===== src/rtl/mem_arbiter_pkg.sv =====
// Shared bus definitions for mem_arbiter and future clients of the core memory port:
// state and port encodings, default widths and the tie-break helper.
package mem_arbiter_pkg;

  localparam int DEF_ADDR_W = 32;
  localparam int DEF_DATA_W = 32;
  localparam int WDOG_W     = 8;

  typedef enum logic [1:0] {
    ST_IDLE   = 2'd0,
    ST_BUSY_I = 2'd1,
    ST_BUSY_D = 2'd2
  } arb_state_e;

  typedef enum logic {
    PORT_I = 1'b0,
    PORT_D = 1'b1
  } port_id_e;

  // On a tie the port that did not win last time gets the bus.
  function automatic port_id_e pick_port(input logic i_req, input logic d_req,
                                         input port_id_e last);
    port_id_e gnt;
    if (i_req && d_req) begin
      gnt = (last == PORT_I) ? PORT_D : PORT_I;
    end else if (d_req) begin
      gnt = PORT_D;
    end else begin
      gnt = PORT_I;
    end
    return gnt;
  endfunction

endpackage


===== src/rtl/mem_arbiter_bus_watchdog.sv =====
// Saturating 8-bit busy-cycle counter; expire_o flags the TIMEOUT-th enabled cycle.
module bus_watchdog
  import mem_arbiter_pkg::*;
#(
  parameter int TIMEOUT = 255
) (
  input  logic clk,
  input  logic rst,
  input  logic clr_i,
  input  logic en_i,
  output logic expire_o
);

  localparam logic [WDOG_W-1:0] LIMIT = (TIMEOUT == 0) ? '0 : WDOG_W'(TIMEOUT - 1);

  logic [WDOG_W-1:0] cnt_q;
  logic [WDOG_W-1:0] cnt_d;

  // Next count: clear wins, otherwise count up and hold at all-ones.
  always_comb begin
    if (clr_i) begin
      cnt_d = '0;
    end else if (en_i && (cnt_q != '1)) begin
      cnt_d = cnt_q + WDOG_W'(1);
    end else begin
      cnt_d = cnt_q;
    end
  end

  // Counter register.
  always_ff @(posedge clk) begin
    if (rst) begin
      cnt_q <= '0;
    end else begin
      cnt_q <= cnt_d;
    end
  end

  assign expire_o = en_i && (TIMEOUT != 0) && (cnt_q == LIMIT);

endmodule


===== src/rtl/mem_arbiter.sv =====
// Arbitrates the single memory port between fetch (I) and load/store (D) with a
// registered grant, alternating tie priority and a watchdog that ends hung accesses.
module mem_arbiter
  import mem_arbiter_pkg::*;
#(
  parameter int ADDR_W  = DEF_ADDR_W,
  parameter int DATA_W  = DEF_DATA_W,
  parameter int TIMEOUT = 255
) (
  input  logic                clk,
  input  logic                rst,
  input  logic                i_valid,
  input  logic [ADDR_W-1:0]   i_addr,
  output logic                i_ready,
  output logic [DATA_W-1:0]   i_rdata,
  input  logic                d_valid,
  input  logic [ADDR_W-1:0]   d_addr,
  input  logic [DATA_W-1:0]   d_wdata,
  input  logic [DATA_W/8-1:0] d_wstrb,
  output logic                d_ready,
  output logic [DATA_W-1:0]   d_rdata,
  output logic                mem_valid,
  output logic [ADDR_W-1:0]   mem_addr,
  output logic [DATA_W-1:0]   mem_wdata,
  output logic [DATA_W/8-1:0] mem_wstrb,
  input  logic                mem_ready,
  input  logic [DATA_W-1:0]   mem_rdata,
  output logic                bus_err,
  output logic                busy
);

  arb_state_e state_q;
  port_id_e   last_gnt_q;
  port_id_e   gnt_s;
  logic       in_busy_s;
  logic       in_idle_s;
  logic       wd_expire_s;

  assign in_busy_s = (state_q != ST_IDLE);
  assign in_idle_s = !in_busy_s;
  assign gnt_s     = pick_port(i_valid, d_valid, last_gnt_q);

  bus_watchdog #(.TIMEOUT(TIMEOUT)) u_wdog (
    .clk      (clk),
    .rst      (rst),
    .clr_i    (in_idle_s),
    .en_i     (in_busy_s),
    .expire_o (wd_expire_s)
  );

  // Grant FSM: a busy state ends on completion, requester flush or watchdog expiry.
  always_ff @(posedge clk) begin
    if (rst) begin
      state_q    <= ST_IDLE;
      last_gnt_q <= PORT_I;
    end else begin
      case (state_q)
        ST_IDLE: begin
          if (i_valid || d_valid) begin
            state_q    <= (gnt_s == PORT_D) ? ST_BUSY_D : ST_BUSY_I;
            last_gnt_q <= gnt_s;
          end
        end
        ST_BUSY_I: begin
          if (!i_valid || mem_ready || wd_expire_s) state_q <= ST_IDLE;
        end
        ST_BUSY_D: begin
          if (!d_valid || mem_ready || wd_expire_s) state_q <= ST_IDLE;
        end
        default: state_q <= ST_IDLE;
      endcase
    end
  end

  // Output muxes; completion is same-cycle, and reset forces everything low.
  always_comb begin
    i_ready   = 1'b0;
    i_rdata   = '0;
    d_ready   = 1'b0;
    d_rdata   = '0;
    mem_valid = 1'b0;
    mem_addr  = '0;
    mem_wdata = '0;
    mem_wstrb = '0;
    bus_err   = 1'b0;
    busy      = 1'b0;
    if (!rst) begin
      case (state_q)
        ST_BUSY_I: begin
          busy      = 1'b1;
          mem_valid = i_valid;
          mem_addr  = i_addr;
          if (i_valid && mem_ready) begin
            i_ready = 1'b1;
            i_rdata = mem_rdata;
          end else if (i_valid && wd_expire_s) begin
            i_ready = 1'b1;
            bus_err = 1'b1;
          end else begin
            i_ready = 1'b0;
          end
        end
        ST_BUSY_D: begin
          busy      = 1'b1;
          mem_valid = d_valid;
          mem_addr  = d_addr;
          mem_wdata = d_wdata;
          mem_wstrb = d_wstrb;
          if (d_valid && mem_ready) begin
            d_ready = 1'b1;
            d_rdata = mem_rdata;
          end else if (d_valid && wd_expire_s) begin
            d_ready = 1'b1;
            bus_err = 1'b1;
          end else begin
            d_ready = 1'b0;
          end
        end
        default: busy = 1'b0;
      endcase
    end else begin
      busy = 1'b0;
    end
  end

endmodule


===== config.mk =====
export PLATFORM = sky130hd
export DESIGN_NAME = mem_arbiter
export DESIGN_NICKNAME = d
export VERILOG_FILES = /design/src/rtl/mem_arbiter_pkg.sv /design/src/rtl/mem_arbiter_bus_watchdog.sv /design/src/rtl/mem_arbiter.sv
export SDC_FILE = /design/constraint.sdc
export NUM_CORES = 1
export LEC_CHECK = 0
export CAP_MARGIN = 20
export CORE_AREA = 2 2 106 108
export CTS_CLUSTER_DIAMETER = 100
export DETAILED_ROUTE_END_ITERATION = 8
export DIE_AREA = 0 0 108 110
export REMOVE_ABC_BUFFERS = 1
export SYNTH_ARGS = -nofsm -noshare
export SYNTH_HDL_FRONTEND = slang
export SYNTH_SLANG_ARGS = --single-unit

===== constraint.sdc =====
create_clock -name clk -period 1.9 [get_ports clk]
set_input_delay 0.19 -clock clk [delete_from_list [all_inputs] [get_ports clk]]
set_output_delay 0.19 -clock clk [all_outputs]
set_load 0.02 [all_outputs]

==> metrics.md, run 1 <==
| Metric | Value |
|---|---|
| Rows | `38` |
| # H-tree levels | `1` |
| Final Max Tran Viols | `0` |
| Leak | `0.00198 uW` |
| Placed cell count | `687` |
| GP Congestion | `0.888` |
| First-pass GRT wire length | `15200 microns` |
| Fmax | `540 MHz` |
| Fillers | `1108` |
| Met1 Track Usage GR | `18.0%` |
| Overall Global Routing Usage | `16.0%` |
| Core ar. | `10700 sq um` |
| Vias per cell | `4.29` |
| Register area | `225 sq um` |
| CTS Sinks | `11` |
| Ports | `274` |
| Layout area overhead | `165%` |
| Initial antenna violation count | `0` |
| Grt met3 use | `4.12%` |
| Min Tclk post-route | `1.85 ns` |
| HP Class | `in -> reg` |
| Synth Register Bits | `11` |
| IR drop worst, VDD | `0.000298 V` |
| Number of port buffers | `273` |
| Clk pwr share | `19.0%` |
| Placed cell area | `4850 sq um` |
| Final Skew | `0.00329 ns` |
| Root Driver | `clkbuf_8` |
| Post-route cell area | `4750 sq um` |
| CTS buffer count | `3` |
| Synth cell types | `36` |
| Post-DP HPWL | `8660 microns` |
| Register area share after synthesis | `12.3%` |
| Synthesized area | `1800 sq um` |
| Post-DRT Antenna Nets | `0` |
| Vias in the first global route | `2857` |
| Antenna cells | `0` |
| Die Height | `110 microns` |
| Critical Path AT | `1.66 ns` |
| Sw Ratio | `33.4%` |
| Final Non-Filler Cells | `692` |
| Outcome | `finished clean` |
| Share of cells above drive strength 1 | `31.9%` |
| Final #Nets | `695` |
| Setup crit end kind | `output pin` |
| Die Footprint | `11900 sq um` |
| Grt total ovfl | `0` |
| Finish-stage setup viols | `0` |
| Largest net degree at the start of global routing | `38` |
| Fin crit share | `97.5%` |
| Worst skew pair latency | `0.24 ns` |
| Met2 track demand over resource | `30.7%` |
| Power Density | `266 nW/um^2` |
| Hold buffers post-CTS | `0` |
| Worst reg2reg setup slack | `0.26 ns` |
| CTS max path bufs | `2` |
| Util after Layout | `44.4%` |
| YS warnings | `0` |
| Setup TNS | `0 ns` |
| Clk slew on worst S/H paths | `0.05 ns` |
| Worst-path maximum fanout | `16` |
| DRC errors left | `0` |
| Area of the multi-input gates | `1480 sq um` |
| Wirelength per Cell | `15.5 microns` |
| WS Path Type | `reg -> out` |
| Initial core utilization | `16.8%` |
| Slew @ Worst Pin | `0.375 ns` |
| Mapped Cells | `271` |
| Post-Route WL | `10700 microns` |
| Syn avg cell area | `6.63 sq um` |
| Critical path data required time | `1.71 ns` |
| Rel. slew slack | `75.0%` |
| CTS tree | `built` |
| Switching Power | `422 uW` |
| Drt initial violations | `99` |
| Die width | `108 microns` |
| Combinational power share | `61.3%` |
| Sequential Power Share | `19.8%` |
| Critical Path Start Type | `flip-flop` |
| GRT busiest layer | `met2` |
| Routed via count | `2970` |
| Pint | `842 uW` |
| Max-Cap Viols | `0` |
| Final hold violation count | `0` |
| Drt pass-1 iters | `4` |
==> cell families after synthesis <==
kind of cell	after synthesis	synth area share [%]
fa+ha+maj	5	3.48
xor+xnor	2	0.975
compound gates	52	21.4
simple gates	170	53.1
buf+inv	31	8.70
flops	11	12.3
==> through the flow <==
step           setup slack, ns  hold slack (ns)  total power, uW
6_report                0.0479            0.451             1260
5_1_grt                -0.0156            0.489             1340
4_1_cts                -0.0108            0.525             1270
3_5_place_dp            -0.370            0.517             1040
3_3_place_gp            -0.347            0.476             1030
2_1_floorplan            -1.18            0.268              513
==> critical path, cell delays in order (launching register included) <==
cell       delay (ns)
dfxtp_2          0.33
inv_4            0.08
ha_4             0.14
nor2b_4          0.17
and3_4           0.25
clkbuf_16        0.17
and2_1           0.12
buf_2            0.16
==> cells in the mapped netlist <==
master,n,area (sq um)
and2_1,100,626
nor2_1,41,154
a22oi_1,33,248
buf_2,14,70.1
dfxtp_1,11,220
clkbuf_1,9,33.8
nand3_1,7,35.0
ha_1,5,62.6
inv_1,5,18.8
nand2_1,4,15.0
o21ai_0,4,20.0
a21oi_1,3,15.0
a31oi_1,3,18.8
and3_1,3,18.8
buf_6,3,33.8
nand4_1,3,18.8
nand2b_1,2,12.5
nor2b_1,2,12.5
o32ai_1,2,17.5
a211o_1,1,8.76
a211oi_1,1,7.51
a211oi_4,1,20.0
a21oi_2,1,8.76
a311oi_1,1,8.76
and3b_1,1,8.76
and4_1,1,8.76
and4b_4,1,13.8
nor3_1,1,5.00
nor3b_1,1,7.51
nor4_1,1,6.26
o211ai_1,1,7.51
o21ai_1,1,5.00
or2_1,1,6.26
or3_1,1,6.26
xnor2_1,1,8.76
xor2_1,1,8.76
==> final timing paths <==
path / from / endpoint / cells past startpoint
worst min register to register: last_gnt_q / last_gnt_q / 1
worst max register to register: state_q[1] / u_wdog.cnt_q[5] / 7
worst min-delay path: rst / last_gnt_q / 3
worst max-delay path: state_q[0] / d_rdata[9] / 7
==> cells in the final DEF (no fill, tap or decap), drive strengths merged, types with 5 or more instances in the layout <==
master         count
o21ai              5
a22oi             33
buf               76
nor2              41
and2             100
inv                5
clkbuf            32
ha                 5
nand3              7
clkdlybuf4s15     62
clkdlybuf4s50    135
dfxtp             11
==> metal layers <==
| layer | vias to the layer above | share of wire (%) |
|---|---|---|
| li1 | 1479 | - |
| met1 | 1357 | 39 |
| met2 | 124 | 51 |
| met3 | 10 | 9.0 |
| met4 | 0 | 1.1 |
| met5 | - | 0 |
==> power by group through the flow <==
stage               logic (uW)  clock network [uW]  registers [uW]
detailed placement         786                   0             251
CTS                        771                 249             246
global route               835                 256             251
floorplan                  262                   0             251
global placement           779                   0             250
finish                     774                 240             250
==> flip-flops by register name (all words and copies together), names as in the netlist <==
| signal | count |
|---|---|
| last_gnt_q | 1 |
| u_wdog.cnt_q | 8 |
| state_q | 2 |
==> cell type report <==
cell class	instances	area share, %
repair buffers	303	58.9
multi-input cells	229	31.2
flip-flops and latches	11	4.74
well taps	140	3.68
clock buffers	4	0.947
inverters	5	0.500
==> timing repair <==
action / in CTS / in global routing
pin swaps: 0 / 1
buffers inserted: 0 / 0
gates resized for setup: 409 / 87
setup endpoints to repair: 137 / 137
gates cloned: 0 / 1
(Power assumes the default switching activity.)
==> inputs of run 2 (changes only) <==
--- a/config.mk
+++ b/config.mk
@@ -13,4 +13,5 @@
 export REMOVE_ABC_BUFFERS = 1
 export SYNTH_ARGS = -nofsm -noshare
 export SYNTH_HDL_FRONTEND = slang
+export SYNTH_HIERARCHICAL = 1
 export SYNTH_SLANG_ARGS = --single-unit
==> run 2 against run 1 <==
Compared with the run above:
- register-to-register slack improved by 0.11 ns
- global-route usage is 0.064 points higher
- total power up 3.5%
- synthesized cell count is 0.37% higher
- cell count up 1.6%
- core utilization is 1.2 points lower
- routed wire length rose by 1.1%
- sequential cell count is the same
- fmax increased by 1.2%
- non-clock buffer count is 5 higher
- first-iteration DRC count rose by 39%
- critical endpoint is now d_ready
- largest cell class unchanged
==> metrics.md, run 2 <==
| Metric | Value |
|---|---|
| YS warnings | `6 (+6)` |
| Pint | `863 uW (+2.4%)` |
| Worst hold start | `last_gnt_q` |
| HP Class | `reg -> reg` |
| First-pass GRT wire length | `15100 microns (-0.45%)` |
| CTS buffer count | `3 (unchanged)` |
| Core ar. | `10700 sq um (unchanged)` |
| Crit path buf inv count | `4 (+1)` |
| Fin crit share | `96.3% (-1.2 points)` |
| Fmax | `547 MHz (+1.2%)` |
| Initial core utilization | `17.4% (+0.60 points)` |
| Most frequent cells in the layout | `clkdlybuf4s50_1, buf_2, and2_1` |
| Critical path data required time | `1.71 ns (about the same)` |
| Die Height | `110 microns (unchanged)` |
| Grt total ovfl | `0 (unchanged)` |
| Root Driver | `clkbuf_8` |
| Routed via count | `3008 (+1.3%)` |
| Largest regs | `u_wdog/cnt_q (8), state_q (2), last_gnt_q (1)` |
| Post-Route WL | `10800 microns (+1.1%)` |
| GP Congestion | `0.790 (-11%)` |
| Syn avg cell area | `6.84 sq um (+3.2%)` |
| Post-DRT Antenna Nets | `0 (unchanged)` |
| Final #Nets | `705 (+1.4%)` |
| Compound-Gate Fraction of Synth Area | `21.6% (+0.14 points)` |
| Clk slew on worst S/H paths | `0.05 ns (about the same)` |
| Initial antenna violation count | `2 (+2)` |
| Combinational family with the most area after synthesis | `simple AND/OR/NAND/NOR gates` |
| Hold buffers post-CTS | `0 (unchanged)` |
| Switching Power | `446 uW (+5.8%)` |
| Combinational power share | `63.0% (+1.7 points)` |
| Critical Path AT | `1.64 ns (-0.02 ns)` |
| Rows | `38 (unchanged)` |
| Min Tclk post-route | `1.83 ns (-0.0227 ns)` |
| Ports | `274 (unchanged)` |
| Max reg flops | `8 (unchanged)` |
| CP Cell Sequence | `inv_2 > ha_2 > inv_2 > nand2_1 > nor3_2 > or2_4 > buf_4 > and3_2 > buf_6` |
| Simple-gate share of the synthesized area | `52.9% (-0.28 points)` |
| Synth top area cells | `and2_1, a22oi_1, dfxtp_1, nor2_1, buf_2` |
| Post-DP HPWL | `9040 microns (+4.4%)` |
| Setup crit end kind | `output pin` |
| Synth cell types | `42 (+17%)` |
| Critical Path Sink | `d_ready` |
| Xor and xnor area share after synthesis | `0% (-0.97 points)` |
| Finish-stage setup viols | `0 (unchanged)` |
| Worst path most repeated cell | `inv_2` |
| Sequential Power Share | `18.7% (-1.1 points)` |
| Delay of the slowest critical-path stage | `0.32 ns (about the same)` |
| Clk pwr share | `18.3% (-0.7 points)` |
| Largest net degree at the start of global routing | `38 (unchanged)` |
| Fin Hold WS | `0.501 ns (+0.0503 ns)` |
| CTS max path bufs | `2 (unchanged)` |
| Reg with most FFs | `u_wdog/cnt_q` |
| Mapped Cells | `272 (+0.37%)` |
| CTS Sinks | `11 (unchanged)` |
| Critical path origin | `state_q[1]` |
| Sw Ratio | `34.1% (+0.71 points)` |
| Most common cell after layout, fill and taps aside | `clkdlybuf4s50_1` |
| Power Density | `283 nW/um^2 (+6.5%)` |
| Share of cells above drive strength 1 | `37.3% (+5.4 points)` |
| Drt pass-1 iters | `4 (unchanged)` |
| Outcome | `finished clean` |
| Adder-cell area share of the yosys netlist | `4.03% (+0.55 points)` |
| Drt initial violations | `138 (+39%)` |
| Levels on crit path | `9 (+2)` |
| Worst skew pair latency | `0.24 ns (about the same)` |
| Final hold violation count | `0 (unchanged)` |
| Number of synthesized flops with an enable pin | `0 (unchanged)` |
| Worst reg2reg setup slack | `0.37 ns (+0.11 ns)` |
| Vias in the first global route | `2914 (+2.0%)` |
| Slew @ Worst Pin | `0.314 ns (-0.0608 ns)` |
| CP max stage cell | `dfxtp_2` |
| RSZ-0062 raised after global routing | `true` |
| Rel. slew slack | `79.0% (+4.0 points)` |
| Post-synth top area share | `33.6% (-1.2 points)` |
| Synth area leader | `and2_1` |
| Register area share after synthesis | `11.8% (-0.42 points)` |
| Multiplexer share of the synthesized area | `1.61% (+1.6 points)` |
| Count leader, synth | `and2_1` |
| Synth Register Bits | `11 (unchanged)` |
| FFs w/ async S/R, synth | `0% (unchanged)` |
| WS Path Type | `reg -> out` |
| Worst-path maximum fanout | `3 (-13)` |
| FF-to-FF Start | `state_q[1]` |
| Reg2reg path depth | `9 (+2)` |
| Fillers | `1111 (+0.27%)` |
| Leak | `0.00215 uW (+8.2%)` |
| Placed cell area | `4960 sq um (+2.3%)` |
| Setup TNS | `0 ns (unchanged)` |
| Post-route cell area | `4620 sq um (-2.7%)` |
| Post-synth top cells | `and2_1, nor2_1, a22oi_1` |
| Max-Cap Viols | `0 (unchanged)` |
| Critical Path Start Type | `flip-flop` |
| Synthesized area | `1860 sq um (+3.6%)` |
| Top_reg_cell synth | `dfxtp_1` |
| IR drop worst, VDD | `0.000171 V (-43%)` |
| Final Skew | `0.00193 ns (-0.00136 ns)` |
| Layout area overhead | `149%` |
| Final Max Tran Viols | `0 (unchanged)` |
| RR Endpoint | `state_q[0]` |
| Die Footprint | `11900 sq um (unchanged)` |
| # H-tree levels | `1 (unchanged)` |
| Die width | `108 microns (unchanged)` |
| Number of port buffers | `273 (unchanged)` |
| Top delay family on crit path | `simple AND/OR/NAND/NOR gates` |
| DRC errors left | `0 (unchanged)` |
| Total power | `1310 uW (+3.5%)` |
| Wirelength per Cell | `15.4 microns (-0.46%)` |
| Vias per cell | `4.28 (-0.31%)` |
| Overall Global Routing Usage | `16.1% (+0.064 points)` |
| CTS tree | `built` |
## run 2: cell count changes in the layout (fill, tap and decap cells not counted), sizes merged, moves of 2 or more
cell / before / now
nor2: 41 / 37
diode: 0 / 2
o21ai: 5 / 2
nand2: 4 / 9
inv: 5 / 8
buf: 76 / 160
clkdlybuf4s15: 62 / 10
mux2i: 0 / 3
nand3: 7 / 4
and3: 3 / 1
clkbuf: 32 / 5
a211oi: 2 / 4
## run 2: area by class of cell
type	count	area, sq um	share of cell area (%)
Inverter	8	30.0	0.649
Sequential cell	11	221	4.79
Timing Repair Buffer	308	2530	54.7
Multi-Input combinational cell	230	1620	35.0
Tap cell	140	175	3.79
Antenna cell	2	5.00	0.108
Clock buffer	4	45.0	0.974
## run 2: cells by family (layout without fill, tap and decap cells)
logic type | after synthesis | in the layout
muxes | 3 | 3
adders and majority gates | 6 | 6
DFF | 11 | 11
other | 0 | 2
AOI/OAI and AO/OA | 52 | 52
buffers and inverters | 31 | 320
and+or+nand+nor | 169 | 169
## run 2: power groups by stage
| stage | sequential, uW | combinational, uW | clock (uW) |
|---|---|---|---|
| 3_3_place_gp | 248 | 815 | 0 |
| 2_1_floorplan | 249 | 277 | 0 |
| 5_1_grt | 246 | 886 | 251 |
| 3_5_place_dp | 248 | 823 | 0 |
| 6_report | 245 | 825 | 239 |
| 4_1_cts | 245 | 809 | 240 |
## run 2: through the flow
stage / utilization (%) / std cells / setup slack (ns)
final: 43.2 / 703 / 0.0706
after global routing: 43.2 / 703 / -0.00646
after CTS: 44.9 / 698 / -0.0499
after detailed placement: 46.4 / 693 / -0.287
after global placement: 46.4 / 693 / -0.264
after floorplan: - / 249 / -0.689
## run 2: worst register-to-register path, delay by kind of cell, from the launching register on
| kind | cells | cell delay [ns] |
|---|---|---|
| AOI/OAI and AO/OA | 2 | 0.38 |
| and+or+nand+nor | 3 | 0.34 |
| adders and majority gates | 1 | 0.17 |
| buffers and inverters | 3 | 0.23 |
| DFF | 1 | 0.32 |
## run 2: layer usage
metal / wire length, microns / GRT usage [%] / vias to the layer above
met5: 0 / 0 / -
met4: 33 / 4.12 / 0
met3: 1020 / 3.12 / 2
met2: 5850 / 30.8 / 160
met1: 3920 / 18.1 / 1342
li1: - / - / 1504
## run 2: what timing repair did
action | 4_1_cts | 5_1_grt
gates cloned | 1 | 0
pin swaps | 2 | 3
buffers inserted | 1 | 3
resized for setup | 488 | 78
setup endpoints to repair | 137 | 126
## run 2: worst min path at each step
| stage | endpoint | slack, ns | depth (start not counted) |
|---|---|---|---|
| detailed placement | last_gnt_q | 0.49 | 1 |
| CTS | last_gnt_q | 0.50 | 1 |
| floorplan | last_gnt_q | 0.27 | 1 |
| global route | last_gnt_q | 0.54 | 1 |
| global placement | last_gnt_q | 0.48 | 1 |
| finish | last_gnt_q | 0.50 | 1 |
